$ cat config.mk
export PLATFORM = sky130hd
export DESIGN_NAME = psum_writeback
export DESIGN_NICKNAME = d
export VERILOG_FILES = /design/src/rtl/psum_wb_pkg.sv /design/src/rtl/psum_row_fifo.sv /design/src/rtl/psum_writeback.sv
export SDC_FILE = /design/constraint.sdc
export NUM_CORES = 1
export LEC_CHECK = 0
export BUFFER_PORTS_ARGS = -buffer_cell sky130_fd_sc_hd__buf_2
export CORE_ASPECT_RATIO = 1.2
export CORE_MARGIN = 8
export CORE_UTILIZATION = 55
export CTS_BUF_LIST = sky130_fd_sc_hd__clkbuf_8
export DETAILED_ROUTE_END_ITERATION = 8
export GPL_ROUTABILITY_DRIVEN = 1
export PLACE_DENSITY = 0.83
export SETUP_SLACK_MARGIN = 0.1
export SLEW_MARGIN = 10
export SYNTH_ARGS = -nofsm -noshare
export SYNTH_HDL_FRONTEND = slang
export SYNTH_SLANG_ARGS = --single-unit
$ cat constraint.sdc
create_clock -name clk -period 5.2 [get_ports clk]
set_clock_uncertainty 0.2 [all_clocks]
set_input_delay 0.78 -clock clk [delete_from_list [all_inputs] [get_ports clk]]
set_output_delay 0.78 -clock clk [all_outputs]
set_load 0.02 [all_outputs]
$ cat src/rtl/psum_wb_pkg.sv
// Shared types for the psum writeback path: controller states, default widths
// and the row-FIFO entry layout {addr, data}.
package psum_wb_pkg;

  localparam int DEF_PSUM_W = 48;
  localparam int DEF_ADDR_W = 32;

  typedef enum logic [1:0] {
    IDLE,
    ACTIVE,
    DRAIN,
    DONE
  } wb_state_e;

  // Default-width entry layout; the top rebuilds the same layout from its own parameters.
  typedef struct packed {
    logic [DEF_ADDR_W-1:0] addr;
    logic [DEF_PSUM_W-1:0] data;
  } psum_entry_t;

  // The output register can take a new write when it is empty or its current write is accepted.
  function automatic logic outFree(input logic we, input logic ready);
    return !we || ready;
  endfunction

endpackage

$ cat src/rtl/psum_row_fifo.sv
// Per-row synchronous FIFO. A push into a full FIFO only succeeds when a pop
// frees a slot in the same cycle; the owner decides what a refused push means.
module psum_row_fifo #(
  parameter int DEPTH = 4,
  parameter int WIDTH = 80
) (
  input  logic             clk,
  input  logic             rst,
  input  logic             push_i,
  input  logic [WIDTH-1:0] pushData_i,
  input  logic             pop_i,
  output logic [WIDTH-1:0] popData_o,
  output logic             full_o,
  output logic             empty_o
);

  localparam int PTR_W = $clog2(DEPTH);

  logic [WIDTH-1:0] mem [DEPTH];
  logic [PTR_W-1:0] wrPtr_q;
  logic [PTR_W-1:0] rdPtr_q;
  logic [PTR_W:0]   count_q;
  logic             doPush;
  logic             doPop;

  assign full_o    = (count_q == (PTR_W+1)'(DEPTH));
  assign empty_o   = (count_q == '0);
  assign doPop     = pop_i && !empty_o;
  assign doPush    = push_i && (!full_o || doPop);
  assign popData_o = mem[rdPtr_q];

  // Pointers wrap naturally because DEPTH is a power of two.
  always_ff @(posedge clk or posedge rst) begin
    if (rst) begin
      wrPtr_q <= '0;
      rdPtr_q <= '0;
      count_q <= '0;
    end else begin
      if (doPush) wrPtr_q <= wrPtr_q + PTR_W'(1);
      if (doPop)  rdPtr_q <= rdPtr_q + PTR_W'(1);
      case ({doPush, doPop})
        2'b10:   count_q <= count_q + (PTR_W+1)'(1);
        2'b01:   count_q <= count_q - (PTR_W+1)'(1);
        default: count_q <= count_q;
      endcase
    end
  end

  always_ff @(posedge clk) begin
    if (doPush) mem[wrPtr_q] <= pushData_i;
  end

endmodule

$ cat src/rtl/psum_writeback.sv
// Buffers per-row psum stores in small FIFOs and serialises them onto the single
// BRAM write port through a round-robin arbiter with valid/ready backpressure.
module psum_writeback
  import psum_wb_pkg::*;
#(
  parameter int ARRAY_ROWS = 3,
  parameter int PSUM_W     = DEF_PSUM_W,
  parameter int ADDR_W     = DEF_ADDR_W,
  parameter int FIFO_DEPTH = 4
) (
  input  logic                             clk,
  input  logic                             rst,
  input  logic [ARRAY_ROWS-1:0]            psum_valid_i,
  input  logic [ARRAY_ROWS-1:0][ADDR_W-1:0] psum_addr_i,
  input  logic [ARRAY_ROWS-1:0][PSUM_W-1:0] psum_data_i,
  input  logic                             flush_i,
  output logic                             bram_we_o,
  output logic [ADDR_W-1:0]                bram_addr_o,
  output logic [PSUM_W-1:0]                bram_wdata_o,
  input  logic                             bram_ready_i,
  output logic                             busy_o,
  output logic                             drained_o,
  output logic                             overflow_o
);

  localparam int ROW_W = (ARRAY_ROWS > 1) ? $clog2(ARRAY_ROWS) : 1;

  typedef struct packed {
    logic [ADDR_W-1:0] addr;
    logic [PSUM_W-1:0] data;
  } entry_t;

  localparam int ENTRY_W = $bits(entry_t);

  logic [ARRAY_ROWS-1:0] fifoEmpty;
  logic [ARRAY_ROWS-1:0] fifoFull;
  logic [ARRAY_ROWS-1:0] fifoPop;
  logic [ARRAY_ROWS-1:0] fifoDrop;
  logic [ENTRY_W-1:0]    fifoHead [ARRAY_ROWS];

  logic              outputFree;
  logic              grantValid;
  logic [ROW_W-1:0]  grantRow;
  entry_t            grantEntry;

  logic              bramWe_q;
  logic [ADDR_W-1:0] bramAddr_q;
  logic [PSUM_W-1:0] bramWdata_q;
  logic [ROW_W-1:0]  rrPtr_q;
  logic              overflow_q;
  logic              drained_q;
  wb_state_e         state_q;

  assign outputFree = outFree(bramWe_q, bram_ready_i);

  for (genvar r = 0; r < ARRAY_ROWS; r++) begin : gRow
    psum_row_fifo #(
      .DEPTH(FIFO_DEPTH),
      .WIDTH(ENTRY_W)
    ) uFifo (
      .clk       (clk),
      .rst       (rst),
      .push_i    (psum_valid_i[r]),
      .pushData_i({psum_addr_i[r], psum_data_i[r]}),
      .pop_i     (fifoPop[r]),
      .popData_o (fifoHead[r]),
      .full_o    (fifoFull[r]),
      .empty_o   (fifoEmpty[r])
    );

    assign fifoPop[r]  = outputFree && grantValid && (grantRow == ROW_W'(r));
    assign fifoDrop[r] = psum_valid_i[r] && fifoFull[r] && !fifoPop[r];
  end

  // Search starts one past the last granted row so every row gets a turn.
  always_comb begin
    int cand;
    cand       = 0;
    grantValid = 1'b0;
    grantRow   = rrPtr_q;
    for (int i = 1; i <= ARRAY_ROWS; i++) begin
      cand = int'(rrPtr_q) + i;
      if (cand >= ARRAY_ROWS) cand = cand - ARRAY_ROWS;
      if (!grantValid && !fifoEmpty[ROW_W'(cand)]) begin
        grantValid = 1'b1;
        grantRow   = ROW_W'(cand);
      end
    end
  end

  assign grantEntry = entry_t'(fifoHead[grantRow]);

  always_ff @(posedge clk or posedge rst) begin
    if (rst) begin
      bramWe_q    <= 1'b0;
      bramAddr_q  <= '0;
      bramWdata_q <= '0;
      rrPtr_q     <= ROW_W'(ARRAY_ROWS - 1);
      overflow_q  <= 1'b0;
    end else begin
      if (outputFree) begin
        bramWe_q <= grantValid;
        if (grantValid) begin
          bramAddr_q  <= grantEntry.addr;
          bramWdata_q <= grantEntry.data;
          rrPtr_q     <= grantRow;
        end
      end
      if (|fifoDrop) overflow_q <= 1'b1;
    end
  end

  // Drain completes once nothing is buffered and the last write has been taken.
  always_ff @(posedge clk or posedge rst) begin
    if (rst) begin
      state_q   <= IDLE;
      drained_q <= 1'b0;
    end else begin
      drained_q <= 1'b0;
      unique case (state_q)
        IDLE: begin
          if (flush_i)            state_q <= DRAIN;
          else if (|psum_valid_i) state_q <= ACTIVE;
        end
        ACTIVE: begin
          if (flush_i) state_q <= DRAIN;
        end
        DRAIN: begin
          if (&fifoEmpty && outputFree) begin
            state_q   <= DONE;
            drained_q <= 1'b1;
          end
        end
        DONE:    state_q <= IDLE;
        default: state_q <= IDLE;
      endcase
    end
  end

  assign bram_we_o    = bramWe_q;
  assign bram_addr_o  = bramAddr_q;
  assign bram_wdata_o = bramWdata_q;
  assign busy_o       = !(&fifoEmpty) || bramWe_q;
  assign drained_o    = drained_q;
  assign overflow_o   = overflow_q;

endmodule

==> results.md <==
- The final count of pins violating max slew came to 0.
- After detailed routing, the number of remaining DRC violations is 0.
- The height of the die is 312 um.
- The initial utilization of the core area, before any placement, comes to 0.556.
- The placeable core region is 0.0723 mm^2.
- The kind of end point of the critical path is a flip-flop.
- The sum of routed wire segments on met1 is 37,200 um.
- The amount of wire on met3 after detailed routing is just over 10,000 um.
- The combined global-route utilization of all metal layers is 0.255.
- The final layout contains routed wiring with a total length of roughly 110,000 um.
- The synthesized design contains 960 enable-type register cells.
- The first-pass GRT wire length is 155,000 um.
- Row generation in the floorplan step produced 108 rows.
- The maximum count of clock buffers along a single path is 3.
- The largest net degree at the start of global routing is 84.
- For this run, the top clock speed supported by timing is 222 MHz.
- The number of primary I/O pins is 331.
- The dominant delay contributor by cell family on the critical path is buffers and inverters.
- The tool flagged a number of max-cap violations equal to 0.
- The signal on the critical path passes through inv_1 -> ha_1 -> or4b_1 -> or2_1 -> a211o_1 -> a211oi_4 -> buf_4 -> a22oi_1 -> nand2_1.
- Including well taps, the total number of placed cells is 3,024.
- The tree is rooted in a clkbuf_8.
- Of the cells placed in the final design, the portion with a size suffix greater than 1 is 0.324.
- The run finished with clean final reports.
- The ratio of total power to cell area is 587 mW/mm^2.
- The HPWL after detailed placement is 63,500 um.
- The most frequent standard cell in the layout excluding fill and tap cells is edfxtp_1.
- The leakage power total is 0.0172 uW.
- The wire length per cell is 29.6 um.
- After synthesis the cells add up to 0.0402 mm^2.
- The Yosys step of the flow raised 0 warnings.
- The number of synthesized register bits is 1,068.
- The number of global-route vias before repair came to 23,880.
- In the finished design, the share of the clock period the worst path needs comes to 0.866.
- The netlist uses 55 different library cells.
- The die outline area is between 0.08 and 0.09 mm^2.
- Final hold analysis gives a worst-case slack of 0.102 ns.
- Using the TritonRoute via totals, the vias-per-cell ratio works out to 6.28.
- The leading register cell type out of synthesis is edfxtp_1.
- In the detailed route, the total length drawn on met2 is roughly 54,000 um.
- The count of buffers from port buffering is 330.
- The part of the Yosys area used for sequential elements is 0.784.
- The layout-stage area growth over the synthesis result is 21.2%.
- The number of buffers inserted during clock tree synthesis is 154.
- Headroom to the max-slew limit came out at 0.143.
- Setup violations remaining at the end of the flow were counted as 0.
- The count of endpoints failing hold in the final timing report is 0.
- The class of the most critical hold timing path is in -> reg.
- The initial antenna violation count is 34.
- The required time of the critical path is around 5.7 ns.
- The finished cells cover 0.0487 mm^2.
- The critical path in this run is classified as reg -> reg.
- The placed cell area is 0.0432 mm^2.
- The number of nets with antenna violations after routing is 0.
- The buffer and inverter count on the worst path is 2.
- The CTS tree is done.
- The worst-margin pin slew is ~1.3 ns.
- The cell count after synthesis is about 1,800.
- The setup TNS is 0 ns.
- The total overflow left after global routing is 0.
- The clock latency on the worst-skew pair is 0.81 ns.
- For this run, the post-layout net count is 2,758.
- For this run, the number of standard cells in the final layout without fillers is 3,585.
- The longest individual stage delay on the worst path is slightly below 1 ns.
- The per-instance average area after synthesis is 22.2 um^2.
- The highest signal layer in the routed design is met5.
- The post-cts resize count is 0.
- The net count after synthesis is 2,084.
- The total number of vias is 22,512.
- The H-tree was split into 4 levels.
- The largest fanout on the critical path is 83.
- The worst supply voltage drop on vdd is 0.517 mV.
- The library cells used most frequently in the layout, excluding fill and tap cells, are edfxtp_1 (960), buf_2 (330), dlygate4sd3_1 (241).
- The worst path needs 4.51 ns of the cycle, external delays included.
- The number of violations reported at the end of detailed-routing iteration 0 is 2,833.
- For this design, the sink count on the clock tree is 1,068.
- The die extent in x is 263 um.
- The total iterations of the first detailed-routing run is 8.
- The startpoint class of the critical path is a flip-flop.
- The slowest cell on the critical path is buf_4.
- The final worst slack is 0.695 ns.
- The post-CTS repair timing setup buffer count is 0.
- The worst setup timing slack at the placement stage is 0.773 ns.
- The data arrival time at the worst-slack endpoint is 5.04 ns.
- The global placement routability congestion is 0.840.
- Setup repair after global routing left no endpoint under its margin.
- Counting flops with an async set or reset pin after synthesis yields a share of 0.101.
- The clock transition at the registers of the reported paths is roughly 0.060 ns.
## state kept, by name, summed over array words and instances (netlist names)
| name | count |
|---|---|
| gRow.uFifo.mem | 960 |
| bram_wdata_o | 48 |
| bram_addr_o | 32 |
| gRow.uFifo.count_q | 9 |
| gRow.uFifo.rdPtr_q | 6 |
| gRow.uFifo.wrPtr_q | 6 |
| rrPtr_q | 2 |
| state_q | 2 |
| bram_we_o | 1 |
| drained_o | 1 |
| overflow_o | 1 |
## metrics by stage
| step | utilization | total power (uW) |
|---|---|---|
| after floorplan | - | 18700 |
| after global placement | 0.598 | 21400 |
| after detailed placement | 0.598 | 21900 |
| after CTS | 0.673 | 28500 |
| after global routing | 0.674 | 29700 |
| final | 0.674 | 28600 |
## logic make-up after synthesis
family          synth area share
compound gates            0.0349
fa+ha+maj                0.00834
mux                        0.143
simple gates              0.0137
flops                      0.784
xor+xnor                 0.00392
buf+inv                   0.0121
## power by group
group          switching [uW]  internal (uW)  leakage [uW]
clock network            3220           3310       0.00177
registers                1460          11600        0.0101
logic                    5200           3850       0.00536
total                    9880          18700        0.0172
## worst register-to-register path: stages, from the launching register on
cell	delay (ns)
dfrtp_1	0.50
inv_1	0.16
ha_1	0.55
or4b_1	0.52
or2_1	0.34
a211o_1	0.35
a211oi_4	0.32
buf_4	0.98
a22oi_1	0.40
nand2_1	0.13
## final timing paths
| kind | start | cells past startpoint | to | slack, ns |
|---|---|---|---|---|
| hold / removal | psum_valid_i[1] | 2 | overflow_o$_DFFE_PP0P_ | 0.10 |
| setup reg to reg | rrPtr_q[0]$_DFFE_PP0N_ | 9 | bram_wdata_o[32]$_DFFE_PP0N_ | 0.69 |
| max in group asynchronous | rst | 4 | bram_wdata_o[8]$_DFFE_PP0N_ | 3.14 |
| hold reg to reg | bram_wdata_o[0]$_DFFE_PP0N_ | 2 | bram_wdata_o[0]$_DFFE_PP0N_ | 0.32 |
| setup / recovery | rrPtr_q[0]$_DFFE_PP0N_ | 9 | bram_wdata_o[32]$_DFFE_PP0N_ | 0.69 |
| min in group asynchronous | rst | 3 | bram_addr_o[31]$_DFFE_PP0N_ | 0.49 |
## cell usage after synthesis, types with 2 or more instances
library cell	number	area [um^2]
or3_1	4	25.0
mux2i_1	32	320
buf_1	4	15.0
o21ai_0	13	65.1
buf_6	2	22.5
o21ai_1	20	100
xnor2_1	9	78.8
dfrtp_1	107	2680
buf_4	5	37.5
mux4_2	240	5410
edfxtp_1	960	28800
nor2_1	10	37.5
clkbuf_1	66	248
nor4_2	2	25.0
a21oi_1	5	25.0
xor2_1	9	78.8
nor4_1	3	18.8
o22ai_1	2	12.5
inv_1	25	93.8
ha_1	22	275
o31ai_1	2	15.0
a211oi_2	2	25.0
nand2_1	64	240
nor3_1	7	35.0
a22oi_1	132	991
o21a_1	2	15.0
fa_1	3	60.1
a211o_1	2	17.5
nand3_1	7	35.0
and2_1	13	81.3
buf_2	13	65.1
o21bai_1	2	15.0
## cell type report
| type | count | area [um^2] |
|---|---|---|
| sequential | 1068 | 31600 |
| clock buffer | 182 | 2500 |
| antenna | 32 | 80.1 |
| fill | 4269 | 23600 |
| clock inverter | 106 | 532 |
| tap | 935 | 1170 |
| timing repair buffer | 609 | 4560 |
| inverter | 25 | 98.8 |
| multi-input combinational | 628 | 8240 |
## metal layers
metal  up-vias  global-route usage
li1       8998                   -
met1     11559               0.310
met2      1625               0.433
met3       320              0.0647
met4        10               0.115
met5         -                   0
## repair_timing
action,4_1_cts,5_1_grt
hold buffers,241,0
setup endpoints to repair,0,0
endpoints found under the hold margin,1025,0
(Power assumes the default switching activity.)
